===== config.mk =====
export PLATFORM = sky130hd
export DESIGN_NAME = bridge_sequencer
export DESIGN_NICKNAME = d
export VERILOG_FILES = /design/src/rtl/bridge_sequencer.sv
export SDC_FILE = /design/constraint.sdc
export NUM_CORES = 1
export LEC_CHECK = 0
export CAP_MARGIN = 20
export CELL_PAD_IN_SITES_DETAIL_PLACEMENT = 1
export CELL_PAD_IN_SITES_GLOBAL_PLACEMENT = 1
export CORE_MARGIN = 4
export CORE_UTILIZATION = 48
export CTS_BUF_LIST = sky130_fd_sc_hd__clkbuf_8
export CTS_CLUSTER_DIAMETER = 80
export CTS_CLUSTER_SIZE = 24
export DETAILED_ROUTE_END_ITERATION = 8
export DONT_BUFFER_PORTS = 1
export PLACE_DENSITY = 0.79
export RECOVER_POWER = 50
export SYNTH_ARGS = -nofsm -noshare
export SYNTH_HDL_FRONTEND = slang
export SYNTH_SLANG_ARGS = --single-unit
export TNS_END_PERCENT = 10

===== constraint.sdc =====
create_clock -name Clock -period 2.5 [get_ports Clock]
set_input_delay 0.25 -clock Clock [delete_from_list [all_inputs] [get_ports Clock]]
set_output_delay 0.25 -clock Clock [all_outputs]
set_load 0.005 [all_outputs]

===== src/rtl/bridge_sequencer.sv =====
// Drawbridge sequencer: Moore FSM driving deck motors, road/boat lights and alarm.
// Define BRIDGE_WATCHDOG_EN to add the travel watchdog and the latched FAULT state.
module bridge_sequencer #(
    parameter int CLEAR_CYCLES = 16,
    parameter int HOLD_CYCLES  = 32,
    parameter int TRAVEL_MAX   = 64
) (
    input  logic       Clock,
    input  logic       Reset,
    input  logic       BoatReq,
    input  logic       DeckOccupied,
    input  logic       TopLimit,
    input  logic       BottomLimit,
    input  logic       Emergency,
    output logic       MT_Up,
    output logic       MT_Down,
    output logic       AL,
    output logic       TFL,
    output logic       BGL,
    output logic [2:0] State,
    output logic       Fault
);

    typedef enum logic [2:0] {
        ST_DOWN  = 3'd0,
        ST_WARN  = 3'd1,
        ST_LIFT  = 3'd2,
        ST_UP    = 3'd3,
        ST_LOWER = 3'd4
`ifdef BRIDGE_WATCHDOG_EN
        , ST_FAULT = 3'd5
`endif
    } state_t;

    localparam logic [7:0] CLEAR_LAST = 8'(CLEAR_CYCLES - 1);
    localparam logic [7:0] HOLD_LAST  = 8'(HOLD_CYCLES - 1);

    generate
        if (CLEAR_CYCLES < 1 || CLEAR_CYCLES > 255) begin : g_bad_clear
            $error("CLEAR_CYCLES must be in 1..255");
        end
        if (HOLD_CYCLES < 1 || HOLD_CYCLES > 255) begin : g_bad_hold
            $error("HOLD_CYCLES must be in 1..255");
        end
        if (TRAVEL_MAX < 1 || TRAVEL_MAX > 255) begin : g_bad_travel
            $error("TRAVEL_MAX must be in 1..255");
        end
    endgenerate

    state_t     state_reg, state_next;
    state_t     trip_state;
    logic [7:0] dwell_reg, dwell_next;
    logic [7:0] dwell_inc;
    logic       moving;
    logic       conflict;
    logic       frozen;
    logic       trip;
    logic       motor_en;

    assign dwell_inc = (dwell_reg == 8'hFF) ? dwell_reg : dwell_reg + 8'd1;
    assign moving    = (state_reg == ST_LIFT) || (state_reg == ST_LOWER);
    assign conflict  = moving && TopLimit && BottomLimit;
    assign motor_en  = !Emergency && !conflict;

`ifdef BRIDGE_WATCHDOG_EN
    localparam logic [7:0] TRAVEL_LIM = 8'(TRAVEL_MAX);

    logic [7:0] travel_reg, travel_next;
    logic [7:0] travel_inc;

    assign travel_inc = (travel_reg == 8'hFF) ? travel_reg : travel_reg + 8'd1;
    assign frozen     = Emergency && (state_reg != ST_FAULT);
    assign trip       = conflict || (travel_inc >= TRAVEL_LIM);
    assign trip_state = ST_FAULT;
    assign Fault      = (state_reg == ST_FAULT);
`else
    // Without the watchdog a sensor conflict simply parks the deck where it is.
    assign frozen     = Emergency;
    assign trip       = conflict;
    assign trip_state = state_reg;
    assign Fault      = 1'b0;
`endif

    always_ff @(posedge Clock) begin
        if (Reset) begin
            state_reg  <= ST_DOWN;
            dwell_reg  <= '0;
`ifdef BRIDGE_WATCHDOG_EN
            travel_reg <= '0;
`endif
        end else begin
            state_reg  <= state_next;
            dwell_reg  <= dwell_next;
`ifdef BRIDGE_WATCHDOG_EN
            travel_reg <= travel_next;
`endif
        end
    end

    always_comb begin
        state_next = state_reg;
        dwell_next = dwell_reg;
        if (!frozen) begin
            case (state_reg)
                ST_DOWN: begin
                    if (BoatReq && BottomLimit) state_next = ST_WARN;
                end
                ST_WARN: begin
                    if (DeckOccupied)                  dwell_next = '0;
                    else if (dwell_reg == CLEAR_LAST)  state_next = ST_LIFT;
                    else                               dwell_next = dwell_inc;
                end
                ST_LIFT: begin
                    if (trip)              state_next = trip_state;
                    else if (DeckOccupied) state_next = ST_LOWER;
                    else if (TopLimit)     state_next = ST_UP;
                end
                ST_UP: begin
                    if (BoatReq)                      dwell_next = '0;
                    else if (dwell_reg == HOLD_LAST)  state_next = ST_LOWER;
                    else                              dwell_next = dwell_inc;
                end
                ST_LOWER: begin
                    if (trip)             state_next = trip_state;
                    else if (BottomLimit) state_next = ST_DOWN;
                end
`ifdef BRIDGE_WATCHDOG_EN
                ST_FAULT: state_next = ST_FAULT;
`endif
                default: state_next = ST_DOWN;
            endcase
        end
        // Every state that uses the dwell timer starts it from zero.
        if (state_next != state_reg) dwell_next = '0;
    end

`ifdef BRIDGE_WATCHDOG_EN
    always_comb begin
        travel_next = travel_reg;
        if (state_next != state_reg &&
            (state_next == ST_LIFT || state_next == ST_LOWER)) begin
            travel_next = '0;
        end else if (!frozen && moving) begin
            travel_next = travel_inc;
        end
    end
`endif

    always_comb begin
        MT_Up   = 1'b0;
        MT_Down = 1'b0;
        AL      = 1'b0;
        TFL     = 1'b0;
        BGL     = 1'b0;
        case (state_reg)
            ST_WARN: begin
                TFL = 1'b1;
                AL  = 1'b1;
            end
            ST_LIFT: begin
                MT_Up = motor_en;
                TFL   = 1'b1;
                AL    = 1'b1;
            end
            ST_UP: begin
                TFL = 1'b1;
                BGL = 1'b1;
            end
            ST_LOWER: begin
                MT_Down = motor_en;
                TFL     = 1'b1;
                AL      = 1'b1;
            end
`ifdef BRIDGE_WATCHDOG_EN
            ST_FAULT: begin
                TFL = 1'b1;
                AL  = 1'b1;
            end
`endif
            default: ;
        endcase
    end

    assign State = state_reg;

endmodule


==> results.yml <==
logic_synthesis:
  syn_nets: 121
  ys.flop_type: "dfxtp_1"
  synth_cell_types: 48
  synth_edf_count: 0
  yosysWarnings: 0
  synth_seq_cells: 11
  seq_area_frac_synth_pct: 24.04
  syn-cell-area_um2: 915.9
  synth_area_per_cell_um2: 8.105
  synthArstFlopShare_pct: 0
  syn-instance-count: 113
clock_tree:
  clk_latency_ns: 0.25
  cts_setup_buffers: 0
  cts-resized-gates: 0
  htree_levels: 1
  cts-buffers-inserted: 3
  clock_path_buffers: 2
  holdBufCountCts: 0
  path_clk_slew_ns: 0.05
  cts_tree: "done"
  cts.sinks: 11
  cts-root-buf: "clkbuf_8"
floorplan:
  die_w_um: 51.68
  num_rows: 15
  start_util_pct: 51.91
  die-area_um2: 2671
  top_level_ports: 16
  dieHeight_um: 51.68
  core_region_area_um2: 1764
run:
  drv_cap: 0
finish:
  final_common_cell: "dfxtp_1"
  layout_common_cells: "11 x dfxtp_1, 8 x nor2_1, 6 x a21oi_1, 6 x nand2b_1, 6 x nand2_1"
  nets: 122
  diodes: 0
  nFillCells: 233
  largest_reg_flops: 8
  final_core_util_pct: 54.47
  fin_cells: 138
  syn_to_final_growth_pct: 4.918
  drive_above_1_share_pct: 15.04
setup_path:
  worst_setup_path_start_kind: "flip-flop"
  slowest_stage: "or4_4"
  crit_chain: "ha_1 > and4_4 > and3_1 > or3_4 > or4_4 > a21oi_2"
  cpPeakStageDelay_ns: 0.48
  required_ns: 2.68
  crit_fanout: 9
  crit_arrival_ns: 2.38
  reg2reg_depth: 6
  critPathKind: "flip-flop to flip-flop"
  cp-end-kind: "flip-flop"
timing:
  fin_crit_sh_pct: 87.96
  final-max-slew-violation-count: 0
  setup_viol: 0
  fmax_mhz: 454.7
  whs_ns: 0.06272
  worst_pin_slew_ns: 0.5580
  hold_viol_final: 0
  max-slew-margin-rel_pct: 62.60
  fin_tns_setup_ns: 0
  finClkSkew_ns: 0.009698
  rsz0062_at_grt: "false"
  finalCriticalPeriod_ns: 2.199
drt:
  wl_per_cell_um: 17.26
  vias: 859
  antenna_left: 0
  dr.pass1.iters: 4
  route.detailed.drc: 0
  drtIter0Drc: 21
  drt-total-wl_mm: 2.382
  viasPerCell: 6.225
hold_path:
  worstHoldPathType: "primary input to flip-flop"
  whs_path_depth: 1
power:
  power.ir.vdd_worst_mv: 0.3541
  power.total_uw: 408.1
  p_leak_nw: 0.3055
  powerDensity_nw_per_um2: 424.7
global_routing:
  grt.overflow.total: 0
  antenna_found_initial: 0
  grt_pass1_wl_mm: 4.077
  grt_pass1_vias: 830
  grt_max_degree: 17
  grtUsageTotal_pct: 20.73
placed_design:
  dp_hpwl_mm: 1.789
  port-buffer-count: 0
  numPlacedInstances: 134
  gp_congestion: 0.8884
run_status:
  status: "finished, final reports clean"
[stage by stage]
| stage | setup WS (ns) | cell area [um^2] |
|---|---|---|
| after floorplan | 0.3976 | 915.9 |
| final | 0.3010 | 960.9 |
| after CTS | 0.3890 | 969.7 |
| after detailed placement | 0.4010 | 924.6 |
| after global routing | 0.1844 | 960.9 |
| after global placement | 0.4346 | 924.6 |
[critical path, delay by kind of cell, from the launching register on]
family	cells	cell delay, ns
AO/OA/AOI/OAI	1	0.13
adder cells (fa/ha/maj)	1	0.26
flip-flops	1	0.33
AND/OR/NAND/NOR	4	1.41
[layout make-up]
class	count	area, um^2	share of cell area [%]
multi-input combinational	94	641.9	66.80
sequential	11	220.2	22.92
clock buffer	3	41.29	4.297
tap	25	31.28	3.255
timing repair buffer	3	18.77	1.953
clock inverter	1	3.754	0.3906
inverter	1	3.754	0.3906
[cell families (layout without fill, tap and decap cells)]
logic type               after synthesis  after routing  share of synthesized area (%)
buffers and inverters                  8              8                          5.327
flip-flops                            11             11                          24.04
AO/OA/AOI/OAI                         27             27                          20.77
XOR/XNOR                               5              5                          4.781
other                                  1              1                         0.4094
multiplexers                           6              6                          6.694
adder cells (fa/ha/maj)                1              1                          1.366
AND/OR/NAND/NOR                       54             54                          36.61
[final timing paths]
check                                  start           end  slack (ns)
worst max register to register  dwell_reg[0]  dwell_reg[5]        0.30
worst max-delay path            dwell_reg[0]  dwell_reg[5]        0.30
worst min-delay path                   Reset      State[1]        0.06
worst min register to register  dwell_reg[7]  dwell_reg[7]        0.54
[routing by layer]
| metal | track usage, % | routed length, um | vias up | share of wire, % |
|---|---|---|---|---|
| met5 | 0 | 0 | - | 0 |
| met4 | 7.860 | 35 | 0 | 1.5 |
| met3 | 6.304 | 131 | 4 | 5.5 |
| met2 | 29.24 | 1060 | 20 | 45 |
| met1 | 29.20 | 1155 | 417 | 48 |
| li1 | - | - | 418 | - |
[synth_stat cells (2+ instances only)]
| cell | number | area share (%) |
|---|---|---|
| a211oi_1 | 2 | 1.6 |
| o21ai_0 | 5 | 2.7 |
| clkbuf_1 | 4 | 1.6 |
| a21bo_2 | 2 | 2.2 |
| nor3b_1 | 2 | 1.6 |
| a31oi_1 | 2 | 1.4 |
| and2_1 | 2 | 1.4 |
| xnor2_1 | 4 | 3.8 |
| nor4b_1 | 2 | 1.9 |
| nor2_1 | 8 | 3.3 |
| nor2b_1 | 3 | 2.0 |
| nand2b_1 | 6 | 4.1 |
| mux2i_1 | 5 | 5.5 |
| nand2_1 | 6 | 2.5 |
| a21oi_1 | 6 | 3.3 |
| nor3_1 | 3 | 1.6 |
| nand3_1 | 4 | 2.2 |
| nand4_1 | 2 | 1.4 |
| or3_1 | 3 | 2.0 |
| nor4_1 | 3 | 2.0 |
| dfxtp_1 | 11 | 24 |
| buf_6 | 2 | 2.5 |
[report_power, final]
| group | switching [mW] | leakage, nW | internal, mW |
|---|---|---|---|
| combinational | 0.0274 | 0.190 | 0.0220 |
| clock | 0.0712 | 0.0269 | 0.108 |
| sequential | 0.00147 | 0.0889 | 0.178 |
| total | 0.100 | 0.305 | 0.308 |
Power figures use the tool's default switching activity.
